==> src/rtl/isa_pkg.sv <==
// rtl/isa_pkg.sv - shared ISA definitions for the decode stage
//
// Purpose : opcode and ALU operation encodings, SPECIAL sub-op constants,
//           field widths and the immediate lookup table contents.
// Ports   : none (package).
package isa_pkg;

    localparam int IW = 9;
    localparam int RW = 3;
    localparam int DW = 8;

    typedef enum logic [2:0] {
        OP_ADD     = 3'b000,
        OP_SUB     = 3'b001,
        OP_AND     = 3'b010,
        OP_XOR     = 3'b011,
        OP_LDI     = 3'b100,
        OP_ADDI    = 3'b101,
        OP_BNE     = 3'b110,
        OP_SPECIAL = 3'b111
    } opcode_t;

    typedef enum logic [2:0] {
        ALU_ADD   = 3'd0,
        ALU_SUB   = 3'd1,
        ALU_AND   = 3'd2,
        ALU_XOR   = 3'd3,
        ALU_PASSB = 3'd4
    } alu_op_t;

    // SPECIAL opcode: rb field selects the sub-operation; only HALT is defined.
    localparam logic [RW-1:0] SUB_HALT = 3'b000;

    localparam logic [DW-1:0] IMM_LUT [8] = '{
        8'h00, 8'h01, 8'h02, 8'h04, 8'h08, 8'h10, 8'h7F, 8'hFF
    };

endpackage

==> src/rtl/decode_stage_if.sv <==
// rtl/decode_stage_if.sv - fetch/downstream bus of the decode stage
//
// Purpose : groups the fetch handshake, start/stall controls and decoded
//           outputs driven toward the register file / ALU.
// Ports   : master - fetch/control side (drives start, instrValid,
//                    instruction, stall; observes everything else)
//           slave  - decode_stage side
interface decode_stage_if;
    import isa_pkg::*;

    logic          start;
    logic          instrValid;
    logic [IW-1:0] instruction;
    logic          stall;
    logic          instrReady;
    logic [RW-1:0] readRegister1;
    logic [RW-1:0] readRegister2;
    logic          immediate;
    logic [DW-1:0] ltValue;
    logic          regWrite;
    alu_op_t       aluOp;
    logic          branch;
    logic          decValid;
    logic          done;

    modport master (
        output start, instrValid, instruction, stall,
        input  instrReady, readRegister1, readRegister2, immediate, ltValue,
               regWrite, aluOp, branch, decValid, done
    );

    modport slave (
        input  start, instrValid, instruction, stall,
        output instrReady, readRegister1, readRegister2, immediate, ltValue,
               regWrite, aluOp, branch, decValid, done
    );

endinterface

==> src/rtl/decode_stage_imm_lut.sv <==
// rtl/decode_stage_imm_lut.sv - combinational immediate lookup table
//
// Purpose : maps a 3-bit index onto the fixed 8-bit immediate table.
// Ports   : idx_i   - table index
//           value_o - table entry
module imm_lut
    import isa_pkg::*;
(
    input  logic [RW-1:0] idx_i,
    output logic [DW-1:0] value_o
);

    assign value_o = IMM_LUT[idx_i];

endmodule

==> src/rtl/decode_stage.sv <==
// rtl/decode_stage.sv - instruction decode with start/halt control
//
// Purpose : accepts one instruction per cycle while running, decodes it into
//           register file / ALU / branch controls held in a one-deep output
//           register, and reports program completion on HALT.
// Ports   : clock - rising-edge clock
//           reset - asynchronous active-high, clears all state
//           bus   - decode_stage_if slave: start, fetch handshake, stall,
//                   decoded outputs, done
module decode_stage
    import isa_pkg::*;
(
    input  logic          clock,
    input  logic          reset,
    decode_stage_if.slave bus
);

    typedef enum logic [1:0] {
        ST_IDLE = 2'd0,
        ST_RUN  = 2'd1,
        ST_DONE = 2'd2
    } state_t;

    state_t        state_q, state_d;
    logic [RW-1:0] rr1_q, rr1_d;
    logic [RW-1:0] rr2_q, rr2_d;
    logic          imm_q, imm_d;
    logic [DW-1:0] lt_q, lt_d;
    logic          rw_q, rw_d;
    alu_op_t       alu_q, alu_d;
    logic          br_q, br_d;
    logic          dv_q, dv_d;
    logic          done_q, done_d;

    logic          ready;
    logic          accept;
    opcode_t       opcode;
    logic [RW-1:0] ra;
    logic [RW-1:0] rb;
    logic [DW-1:0] lut_value;

    assign opcode = opcode_t'(bus.instruction[8:6]);
    assign ra     = bus.instruction[5:3];
    assign rb     = bus.instruction[2:0];

    // Readiness depends only on state and stall so fetch can use it as a
    // pure backpressure signal.
    assign ready  = (state_q == ST_RUN) && !bus.stall;
    assign accept = bus.instrValid && ready;

    imm_lut u_imm_lut (
        .idx_i   (rb),
        .value_o (lut_value)
    );

    always_comb begin
        state_d = state_q;
        rr1_d   = rr1_q;
        rr2_d   = rr2_q;
        imm_d   = imm_q;
        lt_d    = lt_q;
        rw_d    = rw_q;
        alu_d   = alu_q;
        br_d    = br_q;
        dv_d    = dv_q;
        done_d  = done_q;

        case (state_q)
            ST_IDLE: if (bus.start) state_d = ST_RUN;
            ST_RUN:  if (accept && opcode == OP_SPECIAL && rb == SUB_HALT) begin
                         state_d = ST_DONE;
                         done_d  = 1'b1;
                     end
            ST_DONE: if (bus.start) begin
                         state_d = ST_RUN;
                         done_d  = 1'b0;
                     end
            default: state_d = ST_IDLE;
        endcase

        if (accept) begin
            rr1_d = ra;
            rr2_d = rb;
            dv_d  = 1'b1;
            imm_d = 1'b0;
            rw_d  = 1'b0;
            br_d  = 1'b0;
            alu_d = ALU_ADD;
            case (opcode)
                OP_ADD:  begin alu_d = ALU_ADD;   rw_d = 1'b1; end
                OP_SUB:  begin alu_d = ALU_SUB;   rw_d = 1'b1; end
                OP_AND:  begin alu_d = ALU_AND;   rw_d = 1'b1; end
                OP_XOR:  begin alu_d = ALU_XOR;   rw_d = 1'b1; end
                OP_LDI:  begin alu_d = ALU_PASSB; rw_d = 1'b1; imm_d = 1'b1; end
                OP_ADDI: begin alu_d = ALU_ADD;   rw_d = 1'b1; imm_d = 1'b1; end
                OP_BNE:  begin alu_d = ALU_SUB;   br_d = 1'b1; end
                default: ; // SPECIAL: HALT and NOP write nothing
            endcase
            lt_d = imm_d ? lut_value : '0;
        end else if (!bus.stall) begin
            // Bubble: kill the side-effecting controls, keep the data fields.
            dv_d = 1'b0;
            rw_d = 1'b0;
            br_d = 1'b0;
        end
    end

    always_ff @(posedge clock or posedge reset) begin
        if (reset) begin
            state_q <= ST_IDLE;
            rr1_q   <= '0;
            rr2_q   <= '0;
            imm_q   <= 1'b0;
            lt_q    <= '0;
            rw_q    <= 1'b0;
            alu_q   <= ALU_ADD;
            br_q    <= 1'b0;
            dv_q    <= 1'b0;
            done_q  <= 1'b0;
        end else begin
            state_q <= state_d;
            rr1_q   <= rr1_d;
            rr2_q   <= rr2_d;
            imm_q   <= imm_d;
            lt_q    <= lt_d;
            rw_q    <= rw_d;
            alu_q   <= alu_d;
            br_q    <= br_d;
            dv_q    <= dv_d;
            done_q  <= done_d;
        end
    end

    assign bus.instrReady    = ready;
    assign bus.readRegister1 = rr1_q;
    assign bus.readRegister2 = rr2_q;
    assign bus.immediate     = imm_q;
    assign bus.ltValue       = lt_q;
    assign bus.regWrite      = rw_q;
    assign bus.aluOp         = alu_q;
    assign bus.branch        = br_q;
    assign bus.decValid      = dv_q;
    assign bus.done          = done_q;

endmodule

==> src/flat_wrapper.sv <==
// flat-port wrapper written by rule: the top's interface ports become plain ports
module decode_stage_flat import isa_pkg::*;
  (clock, reset, bus_start, bus_instrValid, bus_instruction, bus_stall, bus_instrReady, bus_readRegister1, bus_readRegister2, bus_immediate, bus_ltValue, bus_regWrite, bus_aluOp, bus_branch, bus_decValid, bus_done);
  decode_stage_if bus_i ();
  input  logic clock;
  input  logic reset;
  input wire logic [$bits(bus_i.start)-1:0] bus_start;
  input wire logic [$bits(bus_i.instrValid)-1:0] bus_instrValid;
  input wire logic [$bits(bus_i.instruction)-1:0] bus_instruction;
  input wire logic [$bits(bus_i.stall)-1:0] bus_stall;
  output wire logic [$bits(bus_i.instrReady)-1:0] bus_instrReady;
  output wire logic [$bits(bus_i.readRegister1)-1:0] bus_readRegister1;
  output wire logic [$bits(bus_i.readRegister2)-1:0] bus_readRegister2;
  output wire logic [$bits(bus_i.immediate)-1:0] bus_immediate;
  output wire logic [$bits(bus_i.ltValue)-1:0] bus_ltValue;
  output wire logic [$bits(bus_i.regWrite)-1:0] bus_regWrite;
  output wire logic [$bits(bus_i.aluOp)-1:0] bus_aluOp;
  output wire logic [$bits(bus_i.branch)-1:0] bus_branch;
  output wire logic [$bits(bus_i.decValid)-1:0] bus_decValid;
  output wire logic [$bits(bus_i.done)-1:0] bus_done;
  assign bus_i.start = bus_start;
  assign bus_i.instrValid = bus_instrValid;
  assign bus_i.instruction = bus_instruction;
  assign bus_i.stall = bus_stall;
  assign bus_instrReady = bus_i.instrReady;
  assign bus_readRegister1 = bus_i.readRegister1;
  assign bus_readRegister2 = bus_i.readRegister2;
  assign bus_immediate = bus_i.immediate;
  assign bus_ltValue = bus_i.ltValue;
  assign bus_regWrite = bus_i.regWrite;
  assign bus_aluOp = bus_i.aluOp;
  assign bus_branch = bus_i.branch;
  assign bus_decValid = bus_i.decValid;
  assign bus_done = bus_i.done;
  decode_stage u_core (.clock(clock), .reset(reset), .bus(bus_i));
endmodule
==> config.mk <==
export PLATFORM = sky130hd
export DESIGN_NAME = decode_stage_flat
export DESIGN_NICKNAME = d
export VERILOG_FILES = /design/src/rtl/isa_pkg.sv /design/src/rtl/decode_stage_if.sv /design/src/rtl/decode_stage_imm_lut.sv /design/src/rtl/decode_stage.sv /design/src/flat_wrapper.sv
export SDC_FILE = /design/constraint.sdc
export NUM_CORES = 1
export LEC_CHECK = 0
export BUFFER_PORTS_ARGS = -buffer_cell sky130_fd_sc_hd__buf_2
export CAP_MARGIN = 5
export CORE_ASPECT_RATIO = 0.9
export CORE_MARGIN = 1.5
export CORE_UTILIZATION = 47
export CTS_CLUSTER_DIAMETER = 120
export DETAILED_ROUTE_END_ITERATION = 7
export PLACE_DENSITY = 0.78
export SETUP_SLACK_MARGIN = 0.5
export SYNTH_ARGS = -nofsm -noshare
export SYNTH_HDL_FRONTEND = slang
export SYNTH_SLANG_ARGS = --single-unit
==> constraint.sdc <==
create_clock -name clock -period 1.7 [get_ports clock]
set_input_delay 0.085 -clock clock [delete_from_list [all_inputs] [get_ports clock]]
set_output_delay 0.085 -clock clock [all_outputs]
set_load 0.02 [all_outputs]
==> metrics.cfg <==
[detailed_routing]
wirelength_mm=2.093
drc=0
drt_iter0_markers=11
wl_per_cell_um=12.92
via_per_inst=5.006
vias=811
ant_nets=0
dr.pass1.iters=4

[power_and_ir_drop]
vdd_drop_max_mv=0.6604
power.density_nw_per_um2=838.1
leakage_nw=0.7295

[logic_synthesis]
yosys_warnings=0
ys_ff_latch=23
synth_area_per_cell_um2=11.16
syn_nets=101
synth_cell_type_count=23
yosysSeqAreaShare_pct=59.28
synth_area_um2=970.9
syn_inst=87

[die]
initial_core_util_pct=50.23
pin_count=37
fp.dieArea_um2=2348
die_w_um=50.91
rows=15
chipHeight_um=46.12
core_um2=1933

[worst_setup_path]
cp_max_fo=3
crit_type=flip-flop to flip-flop
r2r_start=u_core.state_q[1]
required_ps=1890
ff2ff_path_depth=3
rrSetupSlack_ps=320
r2r_end=u_core.state_q[0]
worstPathArrival_ps=1570
cp-start-kind=flip-flop
cp-end-kind=flip-flop

[clock_network]
ctsLongestPathBuffers=2
htree_levels=1
numCtsBuffers=3
cts.sinks=23
clk_pin_slew_ps=120
cts_root_buffer=clkbuf_4
tritoncts=yes
insertion_delay_ps=300

[sta]
fin_setup_tns_ps=0
finalSetupViolations=0
rsz0062_at_grt=yes
hold_viol=0
worst_slack_ps=324.5
period_needed_ps=1376
max_slew_margin_pct=80.95
finalCritPeriodShare_pct=80.91
clock.fmax_ghz=0.7270
drv_slew=0
tightest_slew_ps=285.8
fin_skew_ps=6.424

[final_layout]
final_layout_size_suffix_gt1_share_pct=40.88
final_nets=152
final_cell_area_um2=1339
diodes=0
final_common_cell=buf_2
final_cell_mix=37 x buf_2, 26 x nand2_1, 22 x dfrtp_1
n_fill_cell=152
layoutNonFillerInstCount=162
synthToLayoutAreaGrowth_pct=37.89

[global_routing]
grt_max_degree=24
track_usage_pct=20.20
grt_pass1_vias=779
overflow=0
antenna_found_initial=0
grt_pass1_wl_mm=3.470

[place]
dp_slack_ps=257.6
routabilityCongestion=0.7426
postPlaceCellArea_um2=1201
dp_cells=149
io_buffers=36
dp_hpwl_mm=1.472

[hold_path]
hold_path_depth=3
hp-start=bus_instruction[0]
holdCritPathClass=input pin to flip-flop
min_to=u_core.bus.readRegister2[0]

[job]
drv_cap=0

[run_status]
status=complete, no violations

-- flip-flops by register name, summed over array words and instances, names as in the netlist --
register                  flops
u_core.bus.aluOp              3
u_core.bus.branch             1
u_core.bus.decValid           1
u_core.bus.done               1
u_core.bus.immediate          1
u_core.bus.ltValue            7
u_core.bus.readRegister1      3
u_core.bus.readRegister2      3
u_core.bus.regWrite           1
u_core.state_q                2
-- worst max-delay path by stage --
| stage | cells after the start | start | endpoint | slack [ps] |
|---|---|---|---|---|
| 2_1_floorplan | 3 | u_core.state_q[1] | u_core.state_q[0] | 340 |
| 3_3_place_gp | 3 | u_core.state_q[1] | u_core.state_q[0] | 340 |
| 3_5_place_dp | 5 | u_core.state_q[1] | u_core.bus.ltValue[2] | 260 |
| 4_1_cts | 3 | u_core.state_q[1] | u_core.state_q[0] | 350 |
| 5_1_grt | 5 | u_core.state_q[1] | u_core.bus.aluOp[2] | 290 |
| 6_report | 3 | u_core.state_q[1] | u_core.state_q[0] | 320 |
-- per-layer routing --
| metal | part of all wire (%) | wire, µm | vias up | GRT usage, % |
|---|---|---|---|---|
| li1 | - | - | 401 | - |
| met1 | 47 | 988 | 377 | 28.03 |
| met2 | 46 | 953 | 29 | 32.21 |
| met3 | 5.8 | 122 | 4 | 3.247 |
| met4 | 1.4 | 29 | 0 | 8.108 |
| met5 | 0 | 0 | - | 0 |
-- critical path, stage by stage, from the launching register on --
cell,delay (ps)
dfrtp_1,410
nand4bb_4,220
or4_4,520
o211a_1,130
-- through the flow --
stage          power [mW]  utilization [%]  hold WS (ps)
4_1_cts             1.127            67.90         12.68
3_3_place_gp       0.8677            62.14         132.0
3_5_place_dp       0.8724            62.14         142.0
5_1_grt             1.179            69.26         58.49
2_1_floorplan      0.7731                -         86.92
6_report            1.122            69.26         41.80
-- synthesized netlist by cell type, drive strengths merged --
cell	n	area, µm²
a21o	1	7.510
a22o	5	43.79
a32o	4	40.04
and2	1	6.260
buf	1	7.510
clkbuf	3	11.26
dfrtp	23	575.6
inv	3	11.26
mux2	1	11.26
nand2	27	101.4
nand2b	4	25.02
nand3b	1	7.510
nand4bb	1	27.53
nor3b	2	20.02
nor4bb	1	10.01
o211a	1	10.01
o21a	1	7.510
o21ai	3	15.01
o21bai	1	7.510
o31ai	1	7.510
or2	1	6.260
or4	1	11.26
-- what timing repair did --
item                                    in CTS  in global routing
gates resized for setup                      5                  5
endpoints found under the hold margin       27                  1
cloned                                       1                  0
buffers inserted                             2                  0
hold buffers                                 5                  1
endpoints found under the setup margin      14                 23
pin swaps                                    3                  2
-- area by class of cell --
class,count,area (µm²),area share (%)
flip-flops and latches,23,576.8,43.08
multi-input cells,57,387.9,28.97
clock buffers,4,26.28,1.963
well taps,25,31.28,2.336
repair buffers,50,305.3,22.80
inverters,3,11.26,0.8411
-- kinds of logic (layout without fill, tap and decap cells) --
logic type / count (synthesis) / in the layout / share of synthesized area (%)
simple gates: 39 / 39 / 22.17
flops: 23 / 23 / 59.28
compound gates: 17 / 17 / 14.30
buf+inv: 7 / 57 / 3.093
mux: 1 / 1 / 1.160
-- power by group --
part | switching [mW] | internal, mW
clock | 0.151 | 0.0913
sequential | 0.0251 | 0.595
combinational | 0.154 | 0.105
total | 0.331 | 0.791
(Power assumes the default switching activity.)
